File: src/rtl/demux_pkg.sv
// Shared widths, channel-select type and push payload for the nibble demux.
package demux_pkg;

  localparam int unsigned NIBBLE_W = 4;
  localparam int unsigned CNT_W    = 8;

  typedef enum logic {
    CH0 = 1'b0,
    CH1 = 1'b1
  } ch_sel_e;

  typedef struct packed {
    ch_sel_e             ch;
    logic [NIBBLE_W-1:0] data;
  } push_req_t;

endpackage

File: src/rtl/nibble_fifo.sv
// Small nibble FIFO with combinational head; refuses push when full, even on a same-cycle pop.
module nibble_fifo
  import demux_pkg::*;
#(
  parameter int unsigned DEPTH = 2
) (
  input  logic                clk,
  input  logic                rst_n,
  input  logic                push,
  input  logic [NIBBLE_W-1:0] wdata,
  input  logic                pop,
  output logic                full,
  output logic                empty,
  output logic [NIBBLE_W-1:0] head
);

  localparam int unsigned AW = (DEPTH > 1) ? $clog2(DEPTH) : 1;

  logic [AW:0]         wr_ptr;
  logic [AW:0]         rd_ptr;
  logic [NIBBLE_W-1:0] mem [DEPTH];
  logic                do_push;
  logic                do_pop;

  // Extra pointer MSB distinguishes full from empty when the index bits match.
  assign empty   = (wr_ptr == rd_ptr);
  assign full    = (wr_ptr[AW] != rd_ptr[AW]) && (wr_ptr[AW-1:0] == rd_ptr[AW-1:0]);
  assign do_push = push & ~full;
  assign do_pop  = pop & ~empty;
  assign head    = empty ? '0 : mem[rd_ptr[AW-1:0]];

  // Read/write pointer update.
  always_ff @(posedge clk or negedge rst_n) begin
    if (!rst_n) begin
      wr_ptr <= '0;
      rd_ptr <= '0;
    end else begin
      if (do_push) wr_ptr <= wr_ptr + (AW+1)'(1);
      if (do_pop)  rd_ptr <= rd_ptr + (AW+1)'(1);
    end
  end

  // Storage write.
  always_ff @(posedge clk or negedge rst_n) begin
    if (!rst_n) begin
      for (int i = 0; i < int'(DEPTH); i++) mem[i] <= '0;
    end else if (do_push) begin
      mem[wr_ptr[AW-1:0]] <= wdata;
    end
  end

endmodule

File: src/rtl/demux1t2_4_buf.sv
// 1-to-2 nibble demultiplexer with a FIFO per channel and per-channel accept counters.
module demux1t2_4_buf
  import demux_pkg::*;
#(
  parameter int unsigned DEPTH = 2
) (
  input  logic                clk,
  input  logic                rst_n,
  input  logic                s,
  input  logic [NIBBLE_W-1:0] din,
  input  logic                din_valid,
  output logic                din_ready,
  output logic [NIBBLE_W-1:0] d0,
  output logic                d0_valid,
  input  logic                d0_ready,
  output logic [NIBBLE_W-1:0] d1,
  output logic                d1_valid,
  input  logic                d1_ready,
  output logic [CNT_W-1:0]    cnt0,
  output logic [CNT_W-1:0]    cnt1
);

  push_req_t req;
  logic      full0, full1;
  logic      empty0, empty1;
  logic      accept;
  logic      push0, push1;
  logic      pop0, pop1;

  // Routing and ready depend only on s and the selected FIFO's full flag.
  assign req       = '{ch: ch_sel_e'(s), data: din};
  assign din_ready = (req.ch == CH1) ? ~full1 : ~full0;
  assign accept    = din_valid & din_ready;
  assign push0     = accept & (req.ch == CH0);
  assign push1     = accept & (req.ch == CH1);

  assign d0_valid  = ~empty0;
  assign d1_valid  = ~empty1;
  assign pop0      = d0_valid & d0_ready;
  assign pop1      = d1_valid & d1_ready;

  nibble_fifo #(.DEPTH(DEPTH)) u_fifo0 (
    .clk   (clk),
    .rst_n (rst_n),
    .push  (push0),
    .wdata (req.data),
    .pop   (pop0),
    .full  (full0),
    .empty (empty0),
    .head  (d0)
  );

  nibble_fifo #(.DEPTH(DEPTH)) u_fifo1 (
    .clk   (clk),
    .rst_n (rst_n),
    .push  (push1),
    .wdata (req.data),
    .pop   (pop1),
    .full  (full1),
    .empty (empty1),
    .head  (d1)
  );

  // Wrapping per-channel accept counters.
  always_ff @(posedge clk or negedge rst_n) begin
    if (!rst_n) begin
      cnt0 <= '0;
      cnt1 <= '0;
    end else begin
      if (push0) cnt0 <= cnt0 + CNT_W'(1);
      if (push1) cnt1 <= cnt1 + CNT_W'(1);
    end
  end

endmodule

File: config.mk
export PLATFORM = sky130hd
export DESIGN_NAME = demux1t2_4_buf
export DESIGN_NICKNAME = d
export VERILOG_FILES = /design/src/rtl/demux_pkg.sv /design/src/rtl/nibble_fifo.sv /design/src/rtl/demux1t2_4_buf.sv
export SDC_FILE = /design/constraint.sdc
export NUM_CORES = 1
export LEC_CHECK = 0
export ABC_CLOCK_PERIOD_IN_PS = 2100
export BUFFER_PORTS_ARGS = -buffer_cell sky130_fd_sc_hd__buf_2
export CAP_MARGIN = 20
export CORE_UTILIZATION = 58
export DETAILED_ROUTE_END_ITERATION = 8
export GPL_ROUTABILITY_DRIVEN = 0
export PLACE_DENSITY_LB_ADDON = 0.15
export SLEW_MARGIN = 20
export SYNTH_ARGS = -nofsm -noshare
export SYNTH_HDL_FRONTEND = slang
export SYNTH_SLANG_ARGS = --single-unit
File: constraint.sdc
create_clock -name clk -period 2.1 [get_ports clk]
set_input_delay 0.21 -clock clk [delete_from_list [all_inputs] [get_ports clk]]
set_output_delay 0.21 -clock clk [all_outputs]
set_load 0.01 [all_outputs]
==> run metrics, run 1 <==
Setup Fix Bufs, Post-CTS 0; Final Setup Violations 0; post-DP HPWL 2.442 mm; number of DRC markers in iteration 0 24; RSZ-0062 raised after global routing no; fin cells 233; main flop type after synthesis dfrtp_1; FF+latch area 1001 um2; mux cell area share after synthesis 15.23%; Seq cells post-synth 40; placed insts 225; Int Power 2115 uW; vias in the first global route 1,250; CP Max Fanout 9; Peak Freq 510.0 MHz; Worst EP arrival 1.75 ns; # rows 20; worst hold start d0_ready; Port Buffers 36; Worst VDD drop 0.7896 mV; Initial Util 61.91%; largest area contributor in the netlist dfrtp_1; final net count 201; RR Startpoint u_fifo0.rd_ptr[0]$_DFFE_PN0P_; total CTS buffers 5; Yosys cell types 26; Ys Warns 0; Critical Path Source Type flip-flop; crit-path cells xnor2_2, and2_2, nor2_1, buf_2; Reg2Reg Depth 3; worst-skew pair later-pin latency 0.35 ns; Comb power frac 46.9%; synth top area cells dfrtp_1 (53%), xnor2_1 (8.3%), mux2_1 (4.7%); TritonCTS clock tree built; Design Power 3593 uW; Final period util 93.38%; xor and xnor area share after synthesis 13.53%; Routed WL 3.364 mm; FFs w/ async S/R, synth 100.0%; Max stage delay on crit path 0.69 ns; top-count cell post-synth dfrtp_1; largest net degree at the start of global routing 41; cell area after synthesis 1906 um2; Max stage delay cell, worst path dfrtp_1; Vias 1,224; worst hold stages 3; Worst slew margin 42.07%; worst path required time 1.89 ns; Die Span Y 59.32 um; Net Sw Frac 41.13%; Worst path top cell family by delay flip-flops; post-synthesis adder-cell area fraction 1.313%; part of the power in registers 41.1%; combinational family with the most area after synthesis multiplexers; Ports 37; Commonest cells post-synth dfrtp_1 (40), xnor2_1 (18), nor2_1 (11); die footprint 3519 um2; Simple-Gate Fraction of Synth Area 9.849%; Critical Path End Type output port; post-synthesis sequential area ratio 52.53%; # fillers 246; CORE AREA 3078 um2; Area growth syn-to-layout 15.10%; clk sinks 40; first-pass GRT wire length 5.892 mm; CP Buf/Inv Count 1; reg2reg end cnt0[1]$_DFFE_PN0P_; final number of hold-violating endpoints 0; layout cells sized above 1 35.45%; Worst Skew 0.004739 ns; Synth top area share 52.53%; transition time of the tightest slew-check pin 0.8689 ns; DR pass1 iterations 6; post-route ant nets 0; Post-synth EDFFs 0; PD cells 1638 nW/um2; max-cap viol count 0; Pins Over Slew Limit 0; ANT cells 0; footprint of the multi-input gates 867.1 um2; Synthesized Nets 159; GR Overflow Total 0; critical path class flip-flop to output port; vias per inst 5.253; Clk pwr share 12.0%; clk slew on worst S/H paths 0.11 ns; DRC violations left 0; die width 59.32 um; H-tree levels 2; antenna violations before repair 0; Tot GR Track Use 23.57%; Root Driver clkbuf_4; minimum clock period 1.961 ns; R2R setup slack 0.46 ns; Hold WC Path Type primary input to flip-flop; Psw 1478 uW; P_leak 0.001030 uW; clock tree buffer depth 2; Compound-Gate Fraction of Synth Area 5.581%; Hold Path Sink u_fifo0.rd_ptr[0]$_DFFE_PN0P_; status complete, no violations; synthesized instance count 147; drt wl/cell 14.44 um; final setup TNS 0 ns; Avg Cell Area, Syn 12.96 um2
==> area by class of cell <==
type / count / share of cell area, %
Tap cell: 44 / 2.510
Timing Repair Buffer: 37 / 8.671
Sequential cell: 40 / 45.64
Inverter: 4 / 0.6845
Multi-Input combinational cell: 101 / 39.53
Clock buffer: 7 / 2.966
==> power groups by stage <==
stage	clock network, uW	registers, uW	logic [uW]
floorplan	0	1390	1280
global placement	0	1460	1630
detailed placement	0	1490	1700
CTS	444	1480	1720
global route	477	1540	1880
finish	432	1480	1680
==> stage by stage <==
step                      worst slack, ns  instance area, um2  util [%]  hold slack (ns)
after floorplan                    0.6425                1906         -         -0.08559
after global placement             0.5233                2118     68.82           0.3578
after detailed placement           0.4748                2118     68.82           0.3637
after CTS                          0.1082                2193     71.26          0.09969
after global routing              0.01646                2193     71.26           0.1262
final                              0.1391                2193     71.26           0.1108
==> how the worst max path moves through the flow <==
stage | startpoint | endpoint | slack, ns | depth (start not counted)
after global routing | u_fifo0.rd_ptr[0]$_DFFE_PN0P_ | d0[0] | 0.02 | 4
after global placement | u_fifo0.rd_ptr[0]$_DFFE_PN0P_ | cnt0[1]$_DFFE_PN0P_ | 0.52 | 3
after floorplan | u_fifo1.rd_ptr[1]$_DFFE_PN0P_ | u_fifo1.mem[0]$_DFFE_PN0P_ | 0.64 | 3
final | u_fifo0.rd_ptr[0]$_DFFE_PN0P_ | d0[2] | 0.14 | 4
after CTS | u_fifo0.rd_ptr[0]$_DFFE_PN0P_ | d0[2] | 0.11 | 4
after detailed placement | u_fifo0.rd_ptr[0]$_DFFE_PN0P_ | cnt0[1]$_DFFE_PN0P_ | 0.47 | 3
==> worst reg2reg max path, cell delays in order (launching register included) <==
cell	delay, ns
dfrtp_1	0.69
xnor2_2	0.19
a21oi_4	0.32
mux2_4	0.34
==> sequential cells by signal, summed over array words and instances, names as in the netlist <==
name and flops:
cnt1 8, u_fifo1.rd_ptr 2, u_fifo1.mem 8, u_fifo0.mem 8, u_fifo0.rd_ptr 2, u_fifo0.wr_ptr 2, cnt0 8, u_fifo1.wr_ptr 2
==> per-layer routing <==
layer / wire length (um) / part of all wire, % / vias up / GRT usage, %
met5: 0 / 0 / - / 0
met4: 77 / 2.3 / 0 / 12.24
met3: 134 / 4.0 / 8 / 5.240
met2: 1663 / 49 / 30 / 37.88
met1: 1488 / 44 / 603 / 29.93
li1: - / - / 583 / -
==> repair_timing <==
| action | in CTS | in global routing |
|---|---|---|
| gates resized for setup | 0 | 0 |
| hold buffers | 1 | 0 |
| endpoints found under the hold margin | 40 | 0 |
==> placed cells by master, fill, tap and decap left out, types with 4 or more instances in the layout <==
master and n:
dfrtp_1 40, buf_2 36, xnor2_1 18, nor2_1 11
mux2i_1 8, mux2_2 8, mux2_1 8, nand3_1 8
nand2_1 6, clkbuf_4 5, xor2_1 4, nand4_1 4
and2_1 4
==> cells by family after synthesis <==
kind of cell | after synthesis
XOR/XNOR | 26
adder cells (fa/ha/maj) | 2
multiplexers | 26
flip-flops | 40
AO/OA/AOI/OAI | 9
buffers and inverters | 6
AND/OR/NAND/NOR | 38
Power figures use the tool's default switching activity.
==> inputs of run 2 (changes only) <==
--- a/config.mk
+++ b/config.mk
@@ -5,10 +5,11 @@
 export SDC_FILE = /design/constraint.sdc
 export NUM_CORES = 1
 export LEC_CHECK = 0
+export ABC_AREA = 1
 export ABC_CLOCK_PERIOD_IN_PS = 2100
 export BUFFER_PORTS_ARGS = -buffer_cell sky130_fd_sc_hd__buf_2
 export CAP_MARGIN = 20
-export CORE_UTILIZATION = 58
+export CORE_UTILIZATION = 59
 export DETAILED_ROUTE_END_ITERATION = 8
 export GPL_ROUTABILITY_DRIVEN = 0
 export PLACE_DENSITY_LB_ADDON = 0.15
==> run 2 against run 1 <==
Sequential share of layout area shrank 1.4 points. Combinational power shrank 17%. Total power shrank 14%. Cell area grew 3.1%. Final cell count grew 46%. Non-clock buffer count is the same. Global-route usage grew 0.75 points. Sequential power shrank 8%. Maximum frequency grew 9.0%. Highest routed layer unchanged.
==> run metrics, run 2 <==
# rows 20 (unchanged); critical path class flip-flop to output port; largest area contributor in the netlist dfrtp_1; mux cell area share after synthesis 0% (-15 points); Pins Over Slew Limit 0 (unchanged); Setup Fix Bufs, Post-CTS 0 (unchanged); Avg Cell Area, Syn 7.815 um2 (-40%); layout cells sized above 1 18.58% (-17 points); final setup TNS 0 ns (unchanged); final net count 310 (+54%); clock tree buffer depth 2 (unchanged); RSZ-0062 raised after global routing no; Simple-Gate Fraction of Synth Area 32.40% (+23 points); Worst slew margin 43.21% (+1.1 points); Synthesized Nets 268 (+69%); Final period util 85.69% (-7.7 points); post-DP HPWL 2.821 mm (+16%); Vias 1,701 (+39%); Port Buffers 36 (unchanged); first-pass GRT wire length 6.423 mm (+9.0%); Peak Freq 555.7 MHz (+9.0%); number of DRC markers in iteration 0 107 (+350%); top-count cell post-synth nand2_1; status complete, no violations; xor and xnor area share after synthesis 7.004% (-6.5 points); vias per inst 5.003 (-4.8%); Worst Skew 0.005898 ns (+0.001160 ns); FFs w/ async S/R, synth 100.0% (unchanged); # resized after CTS 0 (unchanged); post-synthesis adder-cell area fraction 1.251% (-0.062 points); Hold WC Path Type primary input to flip-flop; Area growth syn-to-layout 13.01%; die footprint 3628 um2 (+3.1%); synthesized instance count 256 (+74%); Initial Util 63.96% (+2.0 points); worst-skew pair later-pin latency 0.34 ns (about the same); combinational family with the most area after synthesis simple AND/OR/NAND/NOR gates; vias in the first global route 1,523 (+22%); max-cap viol count 0 (unchanged); DR pass1 iterations 4 (-2); final number of hold-violating endpoints 0 (unchanged); antenna violations before repair 0 (unchanged); CORE AREA 3128 um2 (+1.6%); CP Max Fanout 7 (-2); Worst EP arrival 1.59 ns (-0.16 ns); PD cells 1373 nW/um2 (-16%); Compound-Gate Fraction of Synth Area 4.253% (-1.3 points); # fillers 252 (+2.4%); largest net degree at the start of global routing 41 (unchanged); synth top area cells dfrtp_1 (50%), nand2_1 (25%), xnor2_1 (4.4%); Final Setup Violations 0 (unchanged); Seq cells post-synth 40 (unchanged); total CTS buffers 5 (unchanged); Ports 37 (unchanged); Synth top area share 50.03% (-2.5 points); Worst VDD drop 0.7775 mV (-1.5%); clk sinks 40 (unchanged); Ys Warns 0 (unchanged); Critical Path Source Type flip-flop; Core Util, Final 72.28% (+1.0 points); TritonCTS clock tree built; P_leak 0.001252 uW (+22%); post-synthesis sequential area ratio 50.03% (-2.5 points); most common cell after layout, fill and taps aside nand2_1; Commonest cells post-synth nand2_1 (133), dfrtp_1 (40), inv_1 (17); DRC violations left 0 (unchanged); cell area after synthesis 2001 um2 (+5.0%); minimum clock period 1.800 ns (-0.1614 ns); Routed WL 3.863 mm (+15%); Critical Path End Type output port; Yosys cell types 18 (-31%); Post-synth EDFFs 0 (unchanged); transition time of the tightest slew-check pin 0.8518 ns (-0.01704 ns); Die Span Y 60.23 um (+1.5%); Tot GR Track Use 24.32% (+0.75 points); clk slew on worst S/H paths 0.10 ns (about the same); worst path required time 1.89 ns (about the same); ANT cells 0 (unchanged); drt wl/cell 11.36 um (-21%); Root Driver clkbuf_4; GR Overflow Total 0 (unchanged); H-tree levels 2 (unchanged); post-route ant nets 0 (unchanged); die width 60.23 um (+1.5%); main flop type after synthesis dfrtp_1; most frequent cells in the layout nand2_1 (133), dfrtp_1 (40), buf_2 (36)
-- run 2: changes by cell type in the layout (fill, tap and decap cells not counted), moves of 3 or more --
cell     change
xnor2_1      -8
mux2_2       -8
nor2_2       +3
o21ai_1      +3
nand2_2      +4
nor2_1       -4
mux2_1       -8
a21oi_1      +8
nand2_1    +127
mux2i_1      -8
inv_1       +15
and2_1       -4
nand3_1      -6
o21ai_0      +4
-- run 2: cells by family (layout without fill, tap and decap cells) --
group                    Yosys count  count (layout)
AO/OA/AOI/OAI                     17              17
XOR/XNOR                          16              16
adder cells (fa/ha/maj)            2               2
buffers and inverters             23              63
flip-flops                        40              40
AND/OR/NAND/NOR                  158             158
-- run 2: worst paths after layout --
kind | startpoint | to | slack, ns | cells after the start
max | u_fifo1.rd_ptr[0]$_DFFE_PN0P_ | d1[2] | 0.30 | 7
min | din[0] | u_fifo0.mem[4]$_DFFE_PN0P_ | 0.11 | 3
max reg2reg | u_fifo0.rd_ptr[0]$_DFFE_PN0P_ | u_fifo0.mem[0]$_DFFE_PN0P_ | 0.49 | 8
min reg2reg | u_fifo1.mem[2]$_DFFE_PN0P_ | u_fifo1.mem[2]$_DFFE_PN0P_ | 0.49 | 2
max in group asynchronous | rst_n | u_fifo0.rd_ptr[1]$_DFFE_PN0P_ | 1.07 | 2
min in group asynchronous | rst_n | cnt1[4]$_DFFE_PN0P_ | 0.50 | 2
-- run 2: report_power, final --
| group | switching [uW] | internal, uW |
|---|---|---|
| Combinational | 859 | 545 |
| Sequential | 280 | 1080 |
| Clock | 225 | 112 |
-- run 2: layout make-up --
type                            count  area, um2  area share [%]
Inverter                           21      78.83           3.486
Timing Repair Buffer               37      190.2           8.412
Multi-Input combinational cell    193      898.4           39.73
Sequential cell                    40       1001           44.27
Clock buffer                        5      37.54           1.660
Tap cell                           44      55.05           2.435
-- run 2: worst max-delay path, stage by stage (launching register included) --
cell and delay (ns):
dfrtp_1 0.48, inv_2 0.12, nand2_2 0.07, nand2_2 0.05
nand2_1 0.12, inv_1 0.10, a21oi_1 0.14, buf_2 0.15
-- run 2: routing by layer --
| layer | vias to the layer above | GRT usage [%] | share of wire, % |
|---|---|---|---|
| met3 | 8 | 7.143 | 4.5 |
| met2 | 44 | 40.19 | 50 |
| met4 | 0 | 10.30 | 1.8 |
| met1 | 782 | 29.35 | 44 |
| li1 | 867 | - | - |
| met5 | - | 0 | 0 |
-- run 2: stage by stage --
stage	std cells	area, um2	hold slack [ns]	worst slack (ns)	total power, uW
after global routing	340	2261	0.1055	0.1530	3395
after floorplan	256	2001	-0.08559	0.8113	2323
after CTS	340	2261	0.1007	0.3006	3118
final	340	2261	0.1094	0.3004	3104
after detailed placement	334	2213	0.3684	0.5131	2778
after global placement	334	2213	0.3738	0.5803	2739
-- run 2: timing repair --
item	CTS	global route
endpoints found under the setup margin	0	0
hold buffers	1	0
hold endpoints to repair	40	0
